**src/rtl/ccff_chain_loader_if.sv**
```systemverilog
// ---------------------------------------------------------------------------
// ccff_chain_loader_if
//   Word handshake between a bitstream source and the chain loader.
//   cfg_data  : configuration word, bit 0 is shifted into the chain first
//   cfg_valid : source has a word on cfg_data
//   cfg_ready : loader takes the word on this cycle
//   master = bitstream source, slave = loader
// ---------------------------------------------------------------------------
interface ccff_chain_loader_if #(
    parameter int WORD_W = 8
);
    logic [WORD_W-1:0] cfg_data;
    logic              cfg_valid;
    logic              cfg_ready;

    modport master (output cfg_data, output cfg_valid, input cfg_ready);
    modport slave  (input cfg_data, input cfg_valid, output cfg_ready);
endinterface

```
**src/rtl/ccff_chain_loader.sv**
```systemverilog
// ---------------------------------------------------------------------------
// ccff_chain_loader
//   Loads a configuration flop chain (ccff_head -> ccff_tail) from a stream
//   of words, LSB first, shifting exactly CHAIN_LEN bits per load. The parity
//   of the old chain contents emerging at ccff_tail is accumulated.
//
//   prog_clk    : clock, all state on rising edge
//   pReset      : asynchronous active-low reset
//   start       : begin a load (honoured in IDLE, DONE, ERROR)
//   abort       : return to IDLE from any state, beats start
//   cfg         : word handshake (slave side)
//   ccff_head   : serial data into the chain
//   ccff_tail   : serial data out of the chain
//   chain_en    : shift enable / prog_clk gate enable for the chain
//   busy        : load in progress (FETCH or SHIFT)
//   done / err  : load completed / stalled source
//   tail_parity : XOR of all ccff_tail samples of the current or last load
//
//   state  | meaning
//   -------+----------------------------------------------------------
//   IDLE   | waiting for start
//   FETCH  | cfg_ready high, waiting for a word; stall timer running
//   SHIFT  | one bit per cycle onto ccff_head, chain enabled
//   DONE   | CHAIN_LEN bits shifted, tail_parity valid
//   ERROR  | source stalled STALL_MAX cycles; chain contents undefined
// ---------------------------------------------------------------------------
module ccff_chain_loader #(
    parameter int CHAIN_LEN = 32,
    parameter int WORD_W    = 8,
    parameter int STALL_MAX = 16
) (
    input  logic                prog_clk,
    input  logic                pReset,
    input  logic                start,
    input  logic                abort,
    ccff_chain_loader_if.slave  cfg,
    output logic                ccff_head,
    input  logic                ccff_tail,
    output logic                chain_en,
    output logic                busy,
    output logic                done,
    output logic                err,
    output logic                tail_parity
);

    localparam int BC_W = $clog2(CHAIN_LEN + 1);
    localparam int SC_W = $clog2(STALL_MAX + 1);
    localparam int WL_W = $clog2(WORD_W + 1);

    localparam logic [BC_W-1:0] CHAIN_LEN_C = BC_W'(CHAIN_LEN);
    localparam logic [BC_W-1:0] LAST_BIT    = BC_W'(CHAIN_LEN - 1);
    localparam logic [SC_W-1:0] STALL_LAST  = SC_W'(STALL_MAX - 1);
    localparam logic [WL_W-1:0] WORD_W_C    = WL_W'(WORD_W);

    typedef enum logic [2:0] {
        S_IDLE,
        S_FETCH,
        S_SHIFT,
        S_DONE,
        S_ERROR
    } state_t;

    state_t            state_q, state_d;
    logic [WORD_W-1:0] shreg_q, shreg_d;
    logic [BC_W-1:0]   bit_cnt_q, bit_cnt_d;
    logic [SC_W-1:0]   stall_q, stall_d;
    logic [WL_W-1:0]   word_left_q, word_left_d;
    logic              parity_q, parity_d;

    logic [BC_W-1:0]   bits_left;
    logic [WL_W-1:0]   word_left_init;

    // Last word of a load may be partial: shift only what the chain still needs.
    assign bits_left      = CHAIN_LEN_C - bit_cnt_q;
    assign word_left_init = (int'(bits_left) >= WORD_W) ? WORD_W_C : WL_W'(bits_left);

    always_ff @(posedge prog_clk or negedge pReset) begin
        if (!pReset) begin
            state_q     <= S_IDLE;
            shreg_q     <= '0;
            bit_cnt_q   <= '0;
            stall_q     <= '0;
            word_left_q <= '0;
            parity_q    <= 1'b0;
        end else begin
            state_q     <= state_d;
            shreg_q     <= shreg_d;
            bit_cnt_q   <= bit_cnt_d;
            stall_q     <= stall_d;
            word_left_q <= word_left_d;
            parity_q    <= parity_d;
        end
    end

    always_comb begin
        state_d     = state_q;
        shreg_d     = shreg_q;
        bit_cnt_d   = bit_cnt_q;
        stall_d     = stall_q;
        word_left_d = word_left_q;
        parity_d    = parity_q;

        if (abort) begin
            // tail_parity deliberately kept so a partial load can still be inspected
            state_d   = S_IDLE;
            bit_cnt_d = '0;
            stall_d   = '0;
        end else begin
            case (state_q)
                S_IDLE, S_DONE, S_ERROR: begin
                    if (start) begin
                        state_d   = S_FETCH;
                        bit_cnt_d = '0;
                        stall_d   = '0;
                        parity_d  = 1'b0;
                    end
                end
                S_FETCH: begin
                    if (cfg.cfg_valid) begin
                        shreg_d     = cfg.cfg_data;
                        word_left_d = word_left_init;
                        stall_d     = '0;
                        state_d     = S_SHIFT;
                    end else begin
                        stall_d = stall_q + 1'b1;
                        if (stall_q == STALL_LAST) begin
                            state_d = S_ERROR;
                        end
                    end
                end
                S_SHIFT: begin
                    shreg_d     = shreg_q >> 1;
                    bit_cnt_d   = bit_cnt_q + 1'b1;
                    word_left_d = word_left_q - 1'b1;
                    parity_d    = parity_q ^ ccff_tail;
                    if (word_left_q == WL_W'(1)) begin
                        state_d = (bit_cnt_q == LAST_BIT) ? S_DONE : S_FETCH;
                    end
                end
                default: state_d = S_IDLE;
            endcase
        end
    end

    always_comb begin
        // Ready is withheld under abort so a word offered that cycle is not lost.
        cfg.cfg_ready = (state_q == S_FETCH) && !abort;
        chain_en      = (state_q == S_SHIFT);
        ccff_head     = (state_q == S_SHIFT) && shreg_q[0];
        busy          = (state_q == S_FETCH) || (state_q == S_SHIFT);
        done          = (state_q == S_DONE);
        err           = (state_q == S_ERROR);
        tail_parity   = parity_q;
    end

endmodule

```
**src/flat_wrapper.sv**
```systemverilog
// flat-port wrapper written by rule: the top's interface ports become plain ports
module ccff_chain_loader_flat 
#(
    parameter int CHAIN_LEN = 32,
    parameter int WORD_W    = 8,
    parameter int STALL_MAX = 16
)
  (prog_clk, pReset, start, abort, ccff_head, ccff_tail, chain_en, busy, done, err, tail_parity, cfg_cfg_data, cfg_cfg_valid, cfg_cfg_ready);
  ccff_chain_loader_if #(.WORD_W(WORD_W)) cfg_i ();
  input  logic prog_clk;
  input  logic pReset;
  input  logic start;
  input  logic abort;
  output logic ccff_head;
  input  logic ccff_tail;
  output logic chain_en;
  output logic busy;
  output logic done;
  output logic err;
  output logic tail_parity;
  input wire logic [$bits(cfg_i.cfg_data)-1:0] cfg_cfg_data;
  input wire logic [$bits(cfg_i.cfg_valid)-1:0] cfg_cfg_valid;
  output wire logic [$bits(cfg_i.cfg_ready)-1:0] cfg_cfg_ready;
  assign cfg_i.cfg_data = cfg_cfg_data;
  assign cfg_i.cfg_valid = cfg_cfg_valid;
  assign cfg_cfg_ready = cfg_i.cfg_ready;
  ccff_chain_loader #(.CHAIN_LEN(CHAIN_LEN), .WORD_W(WORD_W), .STALL_MAX(STALL_MAX)) u_core (.prog_clk(prog_clk), .pReset(pReset), .start(start), .abort(abort), .cfg(cfg_i), .ccff_head(ccff_head), .ccff_tail(ccff_tail), .chain_en(chain_en), .busy(busy), .done(done), .err(err), .tail_parity(tail_parity));
endmodule
```
**config.mk**
```make
export PLATFORM = sky130hd
export DESIGN_NAME = ccff_chain_loader_flat
export DESIGN_NICKNAME = d
export VERILOG_FILES = /design/src/rtl/ccff_chain_loader_if.sv /design/src/rtl/ccff_chain_loader.sv /design/src/flat_wrapper.sv
export SDC_FILE = /design/constraint.sdc
export NUM_CORES = 1
export LEC_CHECK = 0
export ABC_AREA = 1
export BUFFER_PORTS_ARGS = -buffer_cell sky130_fd_sc_hd__buf_2
export CORE_UTILIZATION = 60
export CTS_CLUSTER_DIAMETER = 30
export DETAILED_ROUTE_END_ITERATION = 16
export PLACE_DENSITY = 0.82
export REMOVE_ABC_BUFFERS = 1
export SLEW_MARGIN = 20
export SYNTH_ARGS = -nofsm -noshare
export SYNTH_HDL_FRONTEND = slang
export SYNTH_SLANG_ARGS = --single-unit
export TNS_END_PERCENT = 10
```
**constraint.sdc**
```tcl
create_clock -name prog_clk -period 2.59 [get_ports prog_clk]
set_clock_uncertainty 0.05 [all_clocks]
set_input_delay 0.1295 -clock prog_clk [delete_from_list [all_inputs] [get_ports prog_clk]]
set_output_delay 0.1295 -clock prog_clk [all_outputs]
set_load 0.005 [all_outputs]
```
==> results.tsv, run 1 <==
metric	value	unit
critical-path-slowest-cell	dfrtp_1	
via_per_inst	5.23	
final-hold-violation-count	0	
row_count	19	
ys_warn_count	0	
p_leak	1.05	nW
yosys.area.top_type_share	0.379	
place_ws	0.906	ns
finalPower	1.45	mW
p_per_area	752	nW/um2
drt_iter0_drc	71	
cts_setup_buffers	0	
die_w	56.5	um
wl_per_cell	11.7	um
synth_area	1780	um2
clk_latency	0.33	ns
drc	0	
hpwlAfterDp	2.47	mm
ant_nets	0	
syn-instance-count	235	
io_pins	21	
cts_tree	done	
grt_antenna_before_repair	0	
status	finished, final reports clean	
synth_largest_area_cell	dfrtp_1	
finalCritPeriodShare	0.711	
grt_use_total	0.234	
synth-edff-count	0	
postLayoutCoreUtil	0.695	
relSlewSlack	0.585	
netlist_top_cells_count	nand2_1 (70), inv_1 (32), dfrtp_1 (27)	
rsz0062_at_grt	no	
path_clk_slew	0.16	ns
gp_congestion	0.875	
dieHeight	56.5	um
grt_pass1_vias	1415	
antenna_cells	0	
critical_path_arrival	1.66	ns
avgSynthCellArea	7.59	um2
worst_slack	0.748	ns
drive_gt1_frac	0.210	
vias	1506	
critPathCaptureType	primary output	
stdcell_count	288	
cts_sinks	27	
drt-total-wl	3.37	mm
critical-path-max-stage-delay	0.45	ns
path_cells	inv_1, nand3_4, inv_2, buf_2	
crit_type	flip-flop to primary output	
cts_made_buffers	3	
peakVddDrop	634	uV
yosysSeqAreaShare	0.379	
overflow	0	
cp.required	2.41	ns
fmax	0.543	GHz
htreeDepth	1	
tightest_slew	0.622	ns
die_area	3190	um2
period_needed	1.84	ns
yosysMostFrequentCell	nand2_1	
dp.cells	282	
synth_area_leaders	dfrtp_1 (38%), nand2_1 (15%), inv_1 (6.7%), ha_1 (4.9%), o21ai_2 (4.9%)	
clockBufferDepth	2	
grt_pass1_wl	5.99	mm
drv_cap	0	
synth-seq-cells	27	
final_max_slew_viol_count	0	
hold_class	primary input to flip-flop	
dr.pass1.iters	4	
synth_flop_cell	dfrtp_1	
critPathLaunchType	flip-flop	
setup_viol	0	
grt_max_degree	28	
final_nets	279	
finalSetupTns	0	ns
async_reset_ff_frac	1.00	
crit_path_max_fanout	25	
syn_to_final_growth	8.35	%
io_buffers	20	
core	2780	um2
cts-root-buf	clkbuf_4	
initial_core_util	0.641	
ys_types	26	
ctsResizeCount	0	
## cell type report
class,count,area [um2]
Timing Repair Buffer,22,120
Fill cell,234,850
Sequential cell,27,676
Tap cell,31,38.8
Inverter,37,139
Multi-Input combinational cell,167,931
Clock buffer,3,22.5
Clock inverter,1,5.00
## repair_timing
item / in CTS / in global routing
hold buffers: 2 / 0
endpoints found under the setup margin: 0 / 0
hold endpoints to repair: 28 / 0
## placed cells by master, fill, tap and decap left out
cell	count
xor2_1	4
nand3_4	1
ha_1	7
o211ai_1	7
nand2_2	3
nand3_2	2
o211ai_4	1
o21ai_0	1
o21ai_1	1
nand2_1	70
a21oi_1	9
nand3_1	16
or2_2	3
inv_2	5
nand2_4	2
nor2_2	2
nor2_1	21
dfrtp_1	27
dlygate4sd3_1	2
nand4_1	4
clkbuf_4	3
buf_2	20
nor2_8	1
clkinv_2	1
inv_1	32
nor3b_1	2
o21ai_2	10
## routing by layer
| layer | share of wire | global-route usage | vias up |
|---|---|---|---|
| met5 | 0 | 0 | - |
| met4 | 0.0098 | 0.0662 | 0 |
| met3 | 0.031 | 0.0230 | 4 |
| met2 | 0.48 | 0.415 | 31 |
| met1 | 0.48 | 0.301 | 687 |
| li1 | - | - | 784 |
## kinds of logic after synthesis
group	share of synthesized area
simple gates	0.332
fa+ha+maj	0.0491
compound gates	0.121
flops	0.379
xor+xnor	0.0196
buf+inv	0.0990
## stage by stage
step           cell area, um2  hold slack, ns
2_1_floorplan            1750          -0.216
3_3_place_gp             1880           0.130
3_5_place_dp             1880           0.128
4_1_cts                  1930         0.00689
5_1_grt                  1930         0.00979
6_report                 1930         0.00563
## worst max-delay path: cells and delay by family, from the launching register on
kind	cells	cell delay, ns
DFF	1	0.45
and+or+nand+nor	1	0.16
buffers and inverters	3	0.72
## power by group
group | internal [mW] | switching [mW]
sequential | 0.538 | 0.0631
clock | 0.0579 | 0.131
combinational | 0.235 | 0.429
total | 0.831 | 0.623
## final timing paths
path,start,endpoint,slack [ns],cells past startpoint
worst max-delay path,u_core.state_q[0],chain_en,0.75,4
worst max register to register,u_core.bit_cnt_q[0],u_core.word_left_q[1],0.90,10
max in group asynchronous,pReset,u_core.shreg_q[6],1.81,2
worst min-delay path,cfg_cfg_data[1],u_core.shreg_q[1],0.006,3
worst min register to register,u_core.stall_q[4],u_core.stall_q[4],0.45,2
min in group asynchronous,pReset,u_core.stall_q[3],0.27,2
## sequential cells by signal, summed over array words and instances (netlist names)
register / flops
u_core.bit_cnt_q: 6
u_core.shreg_q: 8
u_core.tail_parity: 1
u_core.word_left_q: 4
u_core.state_q: 3
u_core.stall_q: 5
(Power assumes the default switching activity.)
==> inputs of run 2 (changes only) <==
--- a/config.mk
+++ b/config.mk
@@ -5,12 +5,12 @@
 export SDC_FILE = /design/constraint.sdc
 export NUM_CORES = 1
 export LEC_CHECK = 0
-export ABC_AREA = 1
+export ABC_AREA = 0
 export BUFFER_PORTS_ARGS = -buffer_cell sky130_fd_sc_hd__buf_2
-export CORE_UTILIZATION = 60
+export CORE_UTILIZATION = 57
 export CTS_CLUSTER_DIAMETER = 30
 export DETAILED_ROUTE_END_ITERATION = 16
-export PLACE_DENSITY = 0.82
+export PLACE_DENSITY = 0.79
 export REMOVE_ABC_BUFFERS = 1
 export SLEW_MARGIN = 20
 export SYNTH_ARGS = -nofsm -noshare
==> constraint.sdc (replaced) <==
create_clock -name prog_clk -period 1.7 [get_ports prog_clk]
set_clock_uncertainty 0.05 [all_clocks]
set_input_delay 0.085 -clock prog_clk [delete_from_list [all_inputs] [get_ports prog_clk]]
set_output_delay 0.085 -clock prog_clk [all_outputs]
set_load 0.005 [all_outputs]
==> results.tsv, run 2 <==
metric	value	unit	change
clk_latency	0.32	ns	was 0.33 ns
largestRegisters	u_core.shreg_q: 8 flops, u_core.bit_cnt_q: 6 flops, u_core.stall_q: 5 flops		unchanged
synth-seq-cells	27		unchanged
final-hold-violation-count	0		unchanged
clockBufferDepth	2		unchanged
placed_area	1880	um2	about the same
vias	1419		was 1506
p_leak	0.939	nW	was 1.05 nW
drive_gt1_frac	0.294		was 0.210
hpwlAfterDp	2.56	mm	was 2.47 mm
critical_path_arrival	1.89	ns	was 1.66 ns
p_seq_frac	0.511		was 0.413
rsz0062_at_grt	yes		was no
fin_area	2080	um2	was 1930 um2
final_max_slew_viol_count	0		unchanged
period_needed	1.73	ns	
finalCritPeriodShare	1.02		
io_pins	21		unchanged
worst_slack	-0.0298	ns	was 0.748 ns
top_register	u_core.shreg_q		unchanged
yosysMostFrequentCell	dfrtp_1		was nand2_1
ant_nets	0		unchanged
dieHeight	56.1	um	was 56.5 um
final_nets	240		was 279
async_reset_ff_frac	1.00		unchanged
setup_viol	2		was 0
final_cell_mix	dfrtp_1 (26), nand2_1 (20), buf_2 (20)		was nand2_1 (70), inv_1 (32), dfrtp_1 (27)
crit_type	flip-flop to flip-flop		was flip-flop to primary output
synth_flop_cell	dfrtp_1		unchanged
hold_class	primary input to flip-flop		unchanged
gp_congestion	0.850		was 0.875
cts-root-buf	clkbuf_4		unchanged
die_area	3150	um2	was 3190 um2
crit_path_max_fanout	3		was 25
yosysSeqAreaShare	0.405		was 0.379
relSlewSlack	0.593		was 0.585
drt_iter0_drc	49		was 71
cp.required	1.86	ns	was 2.41 ns
drt-total-wl	3.70	mm	was 3.37 mm
initial_core_util	0.605		was 0.641
io_buffers	20		unchanged
drv_cap	0		unchanged
die_w	56.1	um	was 56.5 um
drc	0		unchanged
synth_area_leaders	dfrtp_1 (40%), mux2i_1 (5.4%), ha_1 (5.2%), nand2_1 (4.5%), o21ai_1 (3.3%)		was dfrtp_1 (38%), nand2_1 (15%), inv_1 (6.7%), ha_1 (4.9%), o21ai_2 (4.9%)
synth-edff-count	0		unchanged
cts_made_buffers	3		unchanged
cts_sinks	27		unchanged
p_per_area	843	nW/um2	was 752 nW/um2
dp.cells	231		was 282
grt_max_degree	28		unchanged
tightest_slew	0.611	ns	was 0.622 ns
ys_warn_count	0		unchanged
place_ws	-0.0532	ns	was 0.906 ns
wl_per_cell	14.9	um	was 11.7 um
stdcell_count	249		was 288
netlist_top_cells_count	dfrtp_1 (27), nand2_1 (20), o21ai_1 (11)		was nand2_1 (70), inv_1 (32), dfrtp_1 (27)
largest_register_ff_count	8		unchanged
synth_area	1670	um2	was 1780 um2
grt_pass1_vias	1463		was 1415
antenna_cells	0		unchanged
grt_antenna_before_repair	0		unchanged
via_per_inst	5.70		was 5.23
dr.pass1.iters	6		was 4
finalPower	1.75	mW	was 1.45 mW
path_clk_slew	0.14	ns	was 0.16 ns
p_sw_frac	0.338		was 0.429
synth_largest_area_cell	dfrtp_1		unchanged
status	finished with violations		was finished, final reports clean
yosys.area.top_type_share	0.405		was 0.379
avgSynthCellArea	9.65	um2	was 7.59 um2
overflow	0		unchanged
peakVddDrop	868	uV	was 634 uV
violations	setup timing		
ys_types	47		was 26
combPwrFrac	0.335		was 0.457
syn_to_final_growth	24.5	%	was 8.35%
final_common_cell	dfrtp_1		was nand2_1
critPathLaunchType	flip-flop		unchanged
cts_tree	done		unchanged
row_count	19		unchanged
htreeDepth	1		unchanged
fmax	0.578	GHz	
power.share.clock	0.153		was 0.130
p_sw	0.593	mW	was 0.623 mW
critPathCaptureType	flip-flop		was primary output
core	2760	um2	was 2780 um2
grt_use_total	0.253		was 0.234
syn-instance-count	173		was 235
grt_pass1_wl	6.29	mm	was 5.99 mm
postLayoutCoreUtil	0.754		was 0.695
cell_internal_pwr	1.16	mW	was 0.831 mW
-- run 2: logic make-up (layout without fill, tap and decap cells) --
group           Yosys count  after routing  share of synthesized area
buf+inv                  17             62                     0.0487
flops                    27             27                      0.405
mux                      11             11                     0.0720
simple gates             60             60                      0.210
xor+xnor                  3              3                     0.0157
compound gates           48             48                      0.196
fa+ha+maj                 7              7                     0.0525
-- run 2: power groups by stage --
stage	sequential, mW	clock (mW)	combinational (mW)
floorplan	0.895	0	0.346
global placement	0.893	0	0.496
detailed placement	0.904	0	0.527
CTS	0.890	0.281	0.556
global route	0.917	0.300	0.660
finish	0.896	0.269	0.587
-- run 2: worst paths after layout --
kind / slack, ns / cells after the start / start / end
setup / recovery: -0.03 / 4 / u_core.state_q[2] / u_core.state_q[2]
hold / removal: 0.06 / 3 / cfg_cfg_valid / u_core.word_left_q[1]
setup reg to reg: -0.03 / 4 / u_core.state_q[2] / u_core.state_q[2]
hold reg to reg: 0.45 / 2 / u_core.shreg_q[7] / u_core.shreg_q[7]
max in group asynchronous: 0.93 / 2 / pReset / u_core.state_q[1]
min in group asynchronous: 0.24 / 2 / pReset / u_core.shreg_q[0]
-- run 2: worst max-delay path: stages (launching register included) --
cell      delay, ns
dfrtp_1        0.43
or4b_4         0.55
a21o_1         0.20
o221ai_4       0.08
mux2_4         0.32
-- run 2: cell type report --
class | count | area (um2)
multi-input cells | 129 | 946
fillers | 190 | 679
flip-flops and latches | 27 | 677
repair buffers | 50 | 359
well taps | 31 | 38.8
inverters | 8 | 30.0
clock buffers | 3 | 22.5
clock inverters | 1 | 5.00
-- run 2: routing by layer --
metal | vias up | part of all wire | global-route usage
met5 | - | 0 | 0
met1 | 678 | 0.45 | 0.328
met4 | 0 | 0.011 | 0.0836
li1 | 709 | - | -
met2 | 26 | 0.51 | 0.446
met3 | 6 | 0.023 | 0.0233
-- run 2: timing repair --
item,4_1_cts,5_1_grt
hold endpoints to repair,35,0
resized for setup,4,6
hold buffers,9,0
setup buffers,2,3
pin swaps,1,3
endpoints found under the setup margin,3,16
cloned,0,0
-- run 2: through the flow --
stage | hold WS, ns | TNS [ns]
global placement | 0.0680 | -0.0271
global route | 0.107 | -0.305
finish | 0.0618 | -0.0506
floorplan | -0.261 | -3.71
CTS | 0.0498 | -0.0581
detailed placement | 0.0806 | -0.106
